`src/rtl/demux_pkg.sv`:
```
// rtl/demux_pkg.sv - shared constants, state type and lane helpers for the dispatcher
package demux_pkg;

  localparam int NUM_LANES = 8;
  localparam int SEL_W     = 3;

  typedef enum logic {
    IDLE = 1'b0,
    SEND = 1'b1
  } state_t;

  // One-hot lane vector for a lane index
  function automatic logic [NUM_LANES-1:0] lane_onehot(input logic [SEL_W-1:0] idx);
    logic [NUM_LANES-1:0] one;
    one = {{(NUM_LANES-1){1'b0}}, 1'b1};
    return one << idx;
  endfunction

endpackage

```
`src/rtl/demux_rr_dispatcher_if.sv`:
```
// rtl/demux_rr_dispatcher_if.sv - producer/consumer handshake bundle for the dispatcher
interface demux_rr_dispatcher_if #(
  parameter int DATA_W = 8
) ();
  import demux_pkg::*;

  logic                 in_valid;
  logic [DATA_W-1:0]    in_data;
  logic                 in_ready;
  logic [NUM_LANES-1:0] out_valid;
  logic [DATA_W-1:0]    out_data;
  logic [NUM_LANES-1:0] out_ready;

  // Producer and lane consumers
  modport master (
    output in_valid, in_data, out_ready,
    input  in_ready, out_valid, out_data
  );

  // Dispatcher
  modport slave (
    input  in_valid, in_data, out_ready,
    output in_ready, out_valid, out_data
  );

endinterface

```
`src/rtl/rr_pick8.sv`:
```
// rtl/rr_pick8.sv - round-robin pick of the next masked lane after ptr
module rr_pick8
  import demux_pkg::*;
(
  input  logic [SEL_W-1:0]     ptr,
  input  logic [NUM_LANES-1:0] mask,
  output logic                 found,
  output logic [SEL_W-1:0]     idx
);

  logic [SEL_W-1:0] cand;

  // Scan from ptr+8 (== ptr) down to ptr+1 so the nearest lane after ptr wins last
  always_comb begin
    found = 1'b0;
    idx   = ptr;
    cand  = ptr;
    for (int k = NUM_LANES; k >= 1; k--) begin
      cand = ptr + k[SEL_W-1:0];
      if (mask[cand]) begin
        found = 1'b1;
        idx   = cand;
      end
    end
  end

endmodule

```
`src/rtl/demux_rr_dispatcher.sv`:
```
// rtl/demux_rr_dispatcher.sv - round-robin 1-to-8 stream dispatcher with a held output register
module demux_rr_dispatcher
  import demux_pkg::*;
#(
  parameter int DATA_W = 8
) (
  input  logic                 clk,
  input  logic                 rst_n,
  input  logic                 en,
  input  logic [NUM_LANES-1:0] lane_mask,
  output logic [SEL_W-1:0]     sel,
  output logic                 busy,
  demux_rr_dispatcher_if.slave bus
);

  state_t               state_q, state_d;
  logic [SEL_W-1:0]     ptr_q, ptr_d;
  logic [SEL_W-1:0]     sel_q, sel_d;
  logic [NUM_LANES-1:0] out_valid_q, out_valid_d;
  logic [DATA_W-1:0]    out_data_q, out_data_d;

  logic             pick_found;
  logic [SEL_W-1:0] pick_idx;
  logic             can_load;
  logic             in_hs;
  logic             out_hs;

  rr_pick8 u_pick (
    .ptr   (ptr_q),
    .mask  (lane_mask),
    .found (pick_found),
    .idx   (pick_idx)
  );

  // Handshake qualification; a pending lane frees the slot in the same cycle it drains
  always_comb begin
    out_hs   = out_valid_q[sel_q] & bus.out_ready[sel_q];
    can_load = en & pick_found & ((state_q == IDLE) | bus.out_ready[sel_q]);
    in_hs    = bus.in_valid & can_load;
  end

  // Next-state: a new load wins over a plain drain, giving back-to-back transfers
  always_comb begin
    state_d     = state_q;
    ptr_d       = ptr_q;
    sel_d       = sel_q;
    out_valid_d = out_valid_q;
    out_data_d  = out_data_q;
    if (in_hs) begin
      out_data_d  = bus.in_data;
      sel_d       = pick_idx;
      ptr_d       = pick_idx;
      out_valid_d = lane_onehot(pick_idx);
      state_d     = SEND;
    end else if (out_hs) begin
      out_valid_d = '0;
      state_d     = IDLE;
    end
  end

  // State, pointer and data registers; ptr resets to the last lane so lane 0 goes first
  always_ff @(posedge clk or negedge rst_n) begin
    if (!rst_n) begin
      state_q     <= IDLE;
      ptr_q       <= SEL_W'(NUM_LANES - 1);
      sel_q       <= '0;
      out_valid_q <= '0;
      out_data_q  <= '0;
    end else begin
      state_q     <= state_d;
      ptr_q       <= ptr_d;
      sel_q       <= sel_d;
      out_valid_q <= out_valid_d;
      out_data_q  <= out_data_d;
    end
  end

  // Output drive
  always_comb begin
    bus.in_ready  = can_load;
    bus.out_valid = out_valid_q;
    bus.out_data  = out_data_q;
    sel           = sel_q;
    busy          = |out_valid_q;
  end

endmodule
```
`src/flat_wrapper.sv`:
```
// flat-port wrapper written by rule: the top's interface ports become plain ports
module demux_rr_dispatcher_flat import demux_pkg::*;
#(
  parameter int DATA_W = 8
)
  (clk, rst_n, en, lane_mask, sel, busy, bus_in_valid, bus_in_data, bus_out_ready, bus_in_ready, bus_out_valid, bus_out_data);
  demux_rr_dispatcher_if #(.DATA_W(DATA_W)) bus_i ();
  input  logic clk;
  input  logic rst_n;
  input  logic en;
  input  logic [NUM_LANES-1:0] lane_mask;
  output logic [SEL_W-1:0] sel;
  output logic busy;
  input wire logic [$bits(bus_i.in_valid)-1:0] bus_in_valid;
  input wire logic [$bits(bus_i.in_data)-1:0] bus_in_data;
  input wire logic [$bits(bus_i.out_ready)-1:0] bus_out_ready;
  output wire logic [$bits(bus_i.in_ready)-1:0] bus_in_ready;
  output wire logic [$bits(bus_i.out_valid)-1:0] bus_out_valid;
  output wire logic [$bits(bus_i.out_data)-1:0] bus_out_data;
  assign bus_i.in_valid = bus_in_valid;
  assign bus_i.in_data = bus_in_data;
  assign bus_i.out_ready = bus_out_ready;
  assign bus_in_ready = bus_i.in_ready;
  assign bus_out_valid = bus_i.out_valid;
  assign bus_out_data = bus_i.out_data;
  demux_rr_dispatcher #(.DATA_W(DATA_W)) u_core (.clk(clk), .rst_n(rst_n), .en(en), .lane_mask(lane_mask), .sel(sel), .busy(busy), .bus(bus_i));
endmodule
```
`config.mk`:
```
export PLATFORM = sky130hd
export DESIGN_NAME = demux_rr_dispatcher_flat
export DESIGN_NICKNAME = d
export VERILOG_FILES = /design/src/rtl/demux_pkg.sv /design/src/rtl/demux_rr_dispatcher_if.sv /design/src/rtl/rr_pick8.sv /design/src/rtl/demux_rr_dispatcher.sv /design/src/flat_wrapper.sv
export SDC_FILE = /design/constraint.sdc
export NUM_CORES = 1
export LEC_CHECK = 0
export CAP_MARGIN = 20
export CELL_PAD_IN_SITES_DETAIL_PLACEMENT = 0
export CELL_PAD_IN_SITES_GLOBAL_PLACEMENT = 1
export CORE_MARGIN = 2
export CORE_UTILIZATION = 39
export CTS_CLUSTER_SIZE = 8
export DETAILED_ROUTE_END_ITERATION = 10
export PLACE_DENSITY = 0.86
export SLEW_MARGIN = 20
export SYNTH_ARGS = -nofsm -noshare
export SYNTH_HDL_FRONTEND = slang
export SYNTH_SLANG_ARGS = --single-unit
export TNS_END_PERCENT = 5
```
`constraint.sdc`:
```
create_clock -name clk -period 3.6 [get_ports clk]
set_input_delay 0.9 -clock clk [delete_from_list [all_inputs] [get_ports clk]]
set_output_delay 0.9 -clock clk [all_outputs]
set_load 0.01 [all_outputs]
```
Word-level counts from Yosys, hierarchy flattened
Index checks and enable logic that the tools add are counted.
{ "op_classes": {"addsub": 7, "magnitude_cmp": 9, "n_shift": 1, "muxes": 39, "n_bitwise": 6, "reduce_logical": 2} }
{ "op_table": {"columns": ["cell", "count"], "rows": [
  ["$lt A3 B4 Y1 const B", 9],
  ["$bmux W1 S3", 10],
  ["$mux W3", 7],
  ["$mux W1", 20],
  ["$mux W8", 2],
  ["$add A3 B3 Y3 const B", 4],
  ["$reduce_or A8 Y1", 1],
  ["$shl A1 B3 Y8 const A", 1],
  ["$add A3 B2 Y3 const B", 2],
  ["$and A1 B1 Y1", 4],
  ["$add A3 B1 Y3 const B", 1],
  ["$reduce_bool A2 Y1", 1],
  ["$not A1 Y1", 1],
  ["$or A1 B1 Y1", 1]
]} }
{ "word_totals": {"regBits": 23, "in_bits": 28, "out_inout_bits": 21, "elab_cells": 69} }

Logic depth before layout (Yosys ltp)
Gate-level depths: netlist of run 1.
{ "logic_depth": {"depth_word": 14, "ltp_mapped": 13, "ltp_nobuf": 8} }

By module
Synthesis of run 1 repeated with hierarchy kept, for this count alone.
{ "unflattened": {"cells_unflattened": 171, "area_unflattened_um2": 1848.0} }
{ "by_module_without_submodules": {"columns": ["mod", "n_inst", "cells_each", "area_per_inst_um2", "seq_area_each_um2"], "rows": [
  ["demux_rr_dispatcher", 1, 91, 1163.6, 579.3],
  ["rr_pick8", 1, 80, 684.4, 0.0]
]} }

Worst setup path before layout of run 1
No wires, ideal clock.
{ "synth_path": {"path_type": "reg-to-output", "from": "register u_core.ptr_q[1]", "to": "output bus_in_ready", "t_arrival_ns": 2.436, "required_time_ns": 2.700, "setup_slack_ns": 0.264, "stages_incl_launch_ff": 9, "n_path_buf": 3, "path_cell_list": "dfstp_2 -> buf_6 -> buf_2 -> inv_1 -> ha_1 -> buf_4 -> mux4_2 -> nor4_1 -> a221oi_2"} }
{ "synth_between": {"elab_chain_len": 12} }
{ "synth_lines": {"columns": ["item", "line", "text"], "rows": [
  ["start: declaration", "demux_rr_dispatcher.sv:17", "logic [SEL_W-1:0] ptr_q, ptr_d;"],
  ["start signal: assignment", "demux_rr_dispatcher.sv:65", "ptr_q <= SEL_W'(NUM_LANES - 1);"],
  ["start signal: assignment", "demux_rr_dispatcher.sv:71", "ptr_q <= ptr_d;"],
  ["$add A3 B3 Y3 or $bmux W1 S3 (tied branches)", "rr_pick8.sv:19, rr_pick8.sv:20", null],
  ["$bmux W1 S3 or $mux W1 (tied branches)", "rr_pick8.sv:20", "if (mask[cand]) begin"],
  ["$mux W1 (not written as such)", "rr_pick8.sv:20", null],
  ["$mux W1 (6 in series)", "rr_pick8.sv:20", null],
  ["$mux W1 (*)", "rr_pick8.sv:20", null],
  ["$and A1 B1 Y1 (*) (2 in series)", "demux_rr_dispatcher.sv:38", "can_load = en & pick_found & ((state_q == IDLE) | bus.out_ready[sel_q]);"],
  ["end: declaration", "flat_wrapper.sv:17", "output wire logic [$bits(bus_i.in_ready)-1:0] bus_in_ready;"]
]} }
Every way passes the cells marked *; elsewhere a longest branch is shown, timed or not. The select of a mux whose other input is x is not followed.

Worst setup path in the final report of run 1
{ "layout_path": {"from": "register u_core.ptr_q[0]", "to": "output bus_in_ready"} }
The elaborated chain is that of the path after synthesis.

==> results of run 1 <==
==> per-layer routing <==
| layer | global-route usage (%) | part of all wire, % |
|---|---|---|
| met1 | 26.1 | 44 |
| met4 | 3.77 | 1.2 |
| met2 | 29.0 | 50 |
| met5 | 0 | 0 |
| met3 | 2.81 | 4.3 |
==> cell type report <==
cell class	count	area [um2]	share of cell area, %
flip-flops and latches	23	579	21.2
multi-input cells	132	1310	47.9
clock buffers	4	45.0	1.65
inverters	7	26.3	0.963
repair buffers	75	687	25.2
well taps	67	83.8	3.07
==> repair_timing <==
item	CTS	global route
setup endpoints to repair	1	1
hold buffers	0	0
buffers inserted	1	0
resized for setup	10	3
==> kinds of logic after synthesis <==
family                     count (synthesis)  synth area share, %
and+or+nand+nor                           37                 10.7
adders and majority gates                  2                 1.28
DFF                                       23                 29.5
buffers and inverters                     17                 4.97
muxes                                     46                 34.6
AOI/OAI and AO/OA                         43                 17.2
xor gates and xnor gates                   4                 1.79
==> worst max path at each step <==
stage,from,endpoint,slack (ns),depth (start not counted)
after global routing,u_core.ptr_q[0],bus_in_ready,0.02,8
after detailed placement,lane_mask[5],bus_in_ready,-0.31,6
after floorplan,u_core.ptr_q[1],bus_in_ready,0.26,8
after CTS,lane_mask[1],bus_in_ready,0.007,6
final,u_core.ptr_q[0],bus_in_ready,0.14,8
after global placement,lane_mask[2],bus_in_ready,-0.31,6
==> metrics by stage <==
| step | TNS, ns | total power (uW) |
|---|---|---|
| final | 0 | 2640 |
| after global routing | 0 | 2840 |
| after CTS | 0 | 2620 |
| after detailed placement | -0.315 | 2440 |
| after global placement | -0.315 | 2420 |
| after floorplan | 0 | 1840 |
==> flip-flops by register name (all words and copies together) (netlist names) <==
signal                cells
u_core.bus.out_valid      8
u_core.state_q            1
u_core.sel                3
u_core.ptr_q              3
u_core.bus.out_data       8
==> placed cells by master (no fill, tap or decap), drive strengths merged, types with 3 or more instances in the layout <==
cell type / Yosys / routed
nand2: 14 / 14
a21oi: 4 / 4
o22ai: 3 / 3
dfrtp: 20 / 20
nor2: 4 / 4
dlygate4sd2: 0 / 8
o21ai: 5 / 5
dfstp: 3 / 3
nand3: 4 / 4
xnor2: 3 / 3
nor4: 7 / 7
a21o: 3 / 3
inv: 7 / 7
mux2i: 16 / 16
a32o: 4 / 4
mux4: 16 / 16
buf: 10 / 28
a22oi: 4 / 4
mux2: 14 / 14
o41ai: 3 / 3
clkdlybuf4s50: 0 / 38
clkbuf: 0 / 4
a22o: 4 / 4
==> critical path: stages (launching register included) <==
cell	delay, ns
dfstp_2	0.55
inv_2	0.05
ha_1	0.33
buf_6	0.21
mux4_2	0.35
nor4_2	0.29
buf_4	0.15
a221oi_2	0.06
dlygate4sd2_1	0.31
==> report_power, final <==
group | internal (uW) | total [uW] | switching, uW
combinational | 1010 | 2000 | 993
clock | 78.9 | 158 | 79.2
sequential | 376 | 479 | 103
==> flow_metrics.py, run 1 <==
metrics = {
    "outcome": {
        "status": "finished clean",
    },
    "clocking": {
        "root_buffer": "clkbuf_8",
        "cts_sinks": 23,
        "clock_latency_ns": 0.26,
        "cts_made_buffers": 3,
        "clk_path_buf_depth": 2,
        "path_clk_slew_ns": 0.08,
        "h-tree-depth": 1,
        "cts_tree": "built",
    },
    "sta": {
        "setup_violations": 0,
        "hold_viol_final": 0,
        "drv_slew": 0,
        "fmax_ghz": 0.289,
        "rsz0062_at_grt": "false",
        "period_needed_ns": 3.46,
        "worst_pin_slew_ns": 0.794,
        "holdWs_ns": 0.493,
        "period_share_pct": 96.2,
        "maxSlewHeadroom_pct": 46.6,
        "setup_slack_ns": 0.136,
        "clock_skew_ns": 0.00291,
    },
    "die": {
        "io_pins": 49,
        "num_rows": 25,
        "die_height_um": 74.9,
        "dieArea_um2": 5610,
        "core_um2": 4790,
        "initial_core_util_pct": 41.0,
        "fp.dieW_um": 74.9,
    },
    "route": {
        "initialDrtViolationCount": 68,
        "wirelength_um": 4960,
        "dr.pass1.iters": 4,
        "drc_errors": 0,
        "wl_per_cell_um": 16.1,
        "routed-via-count": 1722,
        "ant_nets": 0,
        "viasPerCell": 5.59,
    },
    "place": {
        "dp_cells": 303,
        "buffer_ports.inserted": 48,
        "dp_slack_ns": -0.315,
        "place_hpwl_um": 3830,
        "place.gp.congestion": 0.824,
        "dpl_cell_area_um2": 2660,
    },
    "synth": {
        "syn_inst": 172,
        "syn_nets": 202,
        "synth_top_area_share_pct": 25.5,
        "yosysMostFrequentCell": "dfrtp_1",
        "synthDistinctLibCells": 48,
        "ys_seq_area_share_pct": 29.5,
        "async_flop_share_pct": 100,
        "yosysWarnings": 0,
        "synth_area_leader_cell": "dfrtp_1",
        "ys_top_cells_by_area": "dfrtp_1, mux4_2, mux2i_1, mux2_2, dfstp_2",
        "ys.flop_type": "dfrtp_1",
        "syn_avg_cell_area_um2": 11.4,
        "ys_seq_elements": 23,
        "synth_area_um2": 1960,
        "synth_edf_count": 0,
        "synthTopCellsByCount": "dfrtp_1, mux2i_1, mux4_2",
    },
    "finish": {
        "finalNetCount": 272,
        "stdcell_area_um2": 2730,
        "final_util_pct": 57.0,
        "syn2layout_area_growth_pct": 39.0,
        "final_cells": 308,
        "n_antenna_cell": 0,
        "fillers": 416,
        "drive_above_1_share_pct": 28.2,
    },
    "worst_hold_path": {
        "hold_start": "u_core.bus.out_data[2]",
        "hold_depth": 1,
        "hp-class": "flop to flop",
        "min_to": "u_core.bus.out_data[2]",
    },
    "global_route": {
        "overflow": 0,
        "grt_pass1_vias": 1587,
        "grt_max_degree": 25,
        "grt_first_pass_wirelength_um": 7870,
        "grt_use_total_pct": 18.1,
        "antenna_found_initial": 0,
    },
    "critical_path": {
        "path_class": "flop to output port",
        "r2r-start": "u_core.ptr_q[0]",
        "worstReg2RegEnd": "u_core.bus.out_valid[1]",
        "critPathArrivalTime_ns": 2.56,
        "path_max_fanout": 17,
        "start_kind": "flop",
        "ff2ff_path_depth": 9,
        "endpoint_kind": "output port",
        "r2r_slack_ns": 0.42,
        "cp.required_ns": 2.70,
    },
    "job": {
        "drv_cap": 0,
    },
    "power_and_ir_drop": {
        "p_leak_uw": 0.00113,
        "peakVddDrop_mv": 0.419,
        "power_density_nw_per_um2": 967,
    },
}
No activity file was read; power rests on OpenSTA's default activity.
==> inputs of run 2 (changes only) <==
--- a/config.mk
+++ b/config.mk
@@ -5,16 +5,17 @@
 export SDC_FILE = /design/constraint.sdc
 export NUM_CORES = 1
 export LEC_CHECK = 0
-export CAP_MARGIN = 20
 export CELL_PAD_IN_SITES_DETAIL_PLACEMENT = 0
 export CELL_PAD_IN_SITES_GLOBAL_PLACEMENT = 1
 export CORE_MARGIN = 2
-export CORE_UTILIZATION = 39
+export CORE_UTILIZATION = 38
 export CTS_CLUSTER_SIZE = 8
 export DETAILED_ROUTE_END_ITERATION = 10
 export PLACE_DENSITY = 0.86
+export SETUP_SLACK_MARGIN = 0.3
 export SLEW_MARGIN = 20
 export SYNTH_ARGS = -nofsm -noshare
 export SYNTH_HDL_FRONTEND = slang
+export SYNTH_HIERARCHICAL = 1
 export SYNTH_SLANG_ARGS = --single-unit
 export TNS_END_PERCENT = 5
==> run 2 against run 1 <==
Against the previous run: non-clock buffer count up 26; clock power increased by 3%; worst setup slack lost 0.040 ns; core utilization up 2.6 points; first-iteration DRC count is 37% lower; sequential share of layout area down 0.53 points; sequential power up 2%; synthesized cell count down 0.58%; via count is 0.52% lower; routed wire length fell by 1.2%; combinational power up 43%; synthesized area fell by 5.8%; critical endpoint is now u_core/bus.out_valid[4]; largest cell class unchanged.
==> flow_metrics.py, run 2 <==
metrics = {
    "synth": {
        "synth_area_leader_cell": "dfrtp_1",
        "synthDistinctLibCells": 47,
        "synth_edf_count": 0,
        "syn_avg_cell_area_um2": 10.8,
        "synth_top_area_share_pct": 27.1,
        "ys_seq_area_share_pct": 31.3,
        "syn_nets": 201,
        "synth_xor_area_share_pct": 1.90,
        "synth_top_family_by_area": "multiplexers",
        "synthSimpleGateAreaFrac_pct": 14.7,
        "syn_inst": 171,
        "ys.flop_type": "dfrtp_1",
        "ys_top_cells_by_area": "dfrtp_1, mux4_2, mux2i_1, mux2_1, nand2_1",
        "yosysWarnings": 6,
        "synth.area.mux_share_pct": 34.3,
        "yosysMostFrequentCell": "nand2_1",
        "synth_area_um2": 1850,
        "synth_compound_area_share_pct": 10.6,
        "async_flop_share_pct": 100,
        "synthAdderAreaFrac_pct": 1.35,
        "ys_seq_elements": 23,
        "synthTopCellsByCount": "nand2_1, dfrtp_1, mux2i_1",
    },
    "finish": {
        "seqCellArea_um2": 579,
        "layout_common_cells": "buf_4, clkdlybuf4s50_1, nand2_1",
        "fillers": 410,
        "final_cells": 318,
        "multiInputGateArea_um2": 1230,
        "n_antenna_cell": 0,
        "layout_commonest_cell": "buf_4",
        "drive_above_1_share_pct": 39.8,
        "syn2layout_area_growth_pct": 51.4,
        "finalNetCount": 295,
    },
    "die": {
        "num_rows": 25,
        "fp.dieW_um": 73.7,
        "die_height_um": 73.7,
        "initial_core_util_pct": 39.4,
        "io_pins": 49,
        "dieArea_um2": 5440,
        "core_um2": 4690,
    },
    "sta": {
        "clock_skew_ns": 0.00872,
        "worst_pin_slew_ns": 0.476,
        "drv_slew": 0,
        "setup_violations": 0,
        "hold_viol_final": 0,
        "fmax_ghz": 0.285,
        "rsz0062_at_grt": "true",
        "period_share_pct": 97.3,
        "period_needed_ns": 3.50,
        "maxSlewHeadroom_pct": 68.1,
        "setup_slack_ns": 0.0963,
    },
    "worst_hold_path": {
        "hp-class": "flop to flop",
    },
    "clocking": {
        "clk_path_buf_depth": 2,
        "cts_tree": "built",
        "root_buffer": "clkbuf_8",
        "cts_sinks": 23,
        "path_clk_slew_ns": 0.08,
        "h-tree-depth": 1,
        "cts_made_buffers": 3,
        "ctsHoldBuffers": 0,
        "clock_latency_ns": 0.27,
    },
    "route": {
        "wirelength_um": 4900,
        "viasPerCell": 5.39,
        "ant_nets": 0,
        "initialDrtViolationCount": 43,
        "wl_per_cell_um": 15.4,
        "dr.pass1.iters": 4,
        "drc_errors": 0,
        "routed-via-count": 1713,
    },
    "critical_path": {
        "start_kind": "flop",
        "endpoint_kind": "flop",
        "path_class": "flop to flop",
        "path_max_fanout": 6,
        "cp.required_ns": 3.80,
        "critPathArrivalTime_ns": 3.70,
    },
    "power_and_ir_drop": {
        "power.share.clock_pct": 4.7,
        "p_switching_uw": 1440,
        "power_density_nw_per_um2": 1250,
        "peakVddDrop_mv": 0.586,
        "intPower_uw": 2050,
        "swShare_pct": 41.3,
        "seq_power_share_pct": 14.0,
        "p_comb_share_pct": 81.4,
        "p_leak_uw": 0.00120,
    },
    "place": {
        "place.gp.congestion": 0.902,
        "dp_cells": 293,
        "place_hpwl_um": 3380,
        "buffer_ports.inserted": 48,
        "dp_slack_ns": -0.626,
    },
    "outcome": {
        "status": "finished clean",
    },
    "global_route": {
        "grt_use_total_pct": 18.2,
        "grt_max_degree": 24,
        "grt_pass1_vias": 1569,
        "grt_first_pass_wirelength_um": 7620,
        "antenna_found_initial": 0,
        "overflow": 0,
    },
    "job": {
        "drv_cap": 0,
    },
}
==> run 2: changes by cell type after synthesis, moves of 4 or more <==
cell	previous run	this run
buf_2	6	1
mux2_1	6	11
nor4_1	6	2
nand2_1	14	22
mux2i_1	16	20
mux4_2	16	9
==> run 2: power by group through the flow <==
stage / Sequential [uW] / Combinational [uW] / Clock, uW
after floorplan: 497 / 1450 / 0
after global placement: 482 / 2250 / 0
after detailed placement: 486 / 2270 / 0
after CTS: 488 / 2520 / 167
after global routing: 507 / 3050 / 179
final: 488 / 2850 / 163
==> run 2: worst paths after layout <==
path                                 start                 endpoint  slack (ns)  cells past startpoint
setup reg to reg           u_core/ptr_q[0]  u_core/bus.out_valid[4]         0.1                     19
max in group asynchronous            rst_n          u_core/ptr_q[0]        2.34                      2
setup / recovery           u_core/ptr_q[0]  u_core/bus.out_valid[4]         0.1                     19
min in group asynchronous            rst_n  u_core/bus.out_valid[3]        0.98                      2
hold reg to reg             u_core/state_q           u_core/state_q        0.48                      1
hold / removal              u_core/state_q           u_core/state_q        0.48                      1
==> run 2: per-stage QoR <==
stage / TNS, ns / area (um2) / util [%] / hold slack (ns) / total power, uW
floorplan: 0 / 1870 / - / 0.449 / 1940
global placement: -3.80 / 2550 / 54.5 / 0.461 / 2740
detailed placement: -4.72 / 2550 / 54.5 / 0.467 / 2750
CTS: 0 / 2690 / 57.4 / 0.484 / 3170
global route: -0.00961 / 2800 / 59.6 / 0.506 / 3740
finish: 0 / 2800 / 59.6 / 0.483 / 3500
==> run 2: logic make-up (layout without fill, tap and decap cells) <==
logic type                 count (synthesis)  after routing
AOI/OAI and AO/OA                         26             26
xor gates and xnor gates                   4              4
and+or+nand+nor                           49             49
buffers and inverters                     18            111
DFF                                       23             23
muxes                                     49             49
adders and majority gates                  2              2
==> run 2: critical path, stage by stage, from the launching register on <==
cell     delay, ns
dfstp_2       0.56
inv_2         0.05
ha_4          0.26
mux4_2        0.25
nor2b_4       0.16
a21oi_2       0.04
buf_4         0.12
buf_4         0.12
buf_4         0.12
buf_4         0.12
buf_4         0.13
buf_4         0.12
buf_4         0.12
buf_4         0.13
o21ai_0       0.10
o31ai_1       0.12
xnor2_1       0.14
buf_4         0.16
or3b_2        0.46
mux2i_1       0.14
==> run 2: timing repair <==
action	in CTS	in global routing
buffers inserted	13	7
setup endpoints to repair	23	13
resized for setup	45	6
pin swaps	6	4
==> run 2: layer usage <==
metal / wire [um] / track usage (%) / vias up
met5: 0 / 0 / -
met4: 39 / 4.24 / 0
met3: 256 / 3.70 / 5
met2: 2420 / 29.0 / 42
met1: 2190 / 25.5 / 848
li1: - / - / 818
==> run 2: area by class of cell <==
type / count / area share, %
clock buffers: 3 / 1.48
inverters: 6 / 0.805
clock inverters: 1 / 0.268
repair buffers: 101 / 30.3
multi-input cells: 130 / 44.0
flip-flops and latches: 23 / 20.7
well taps: 54 / 2.42
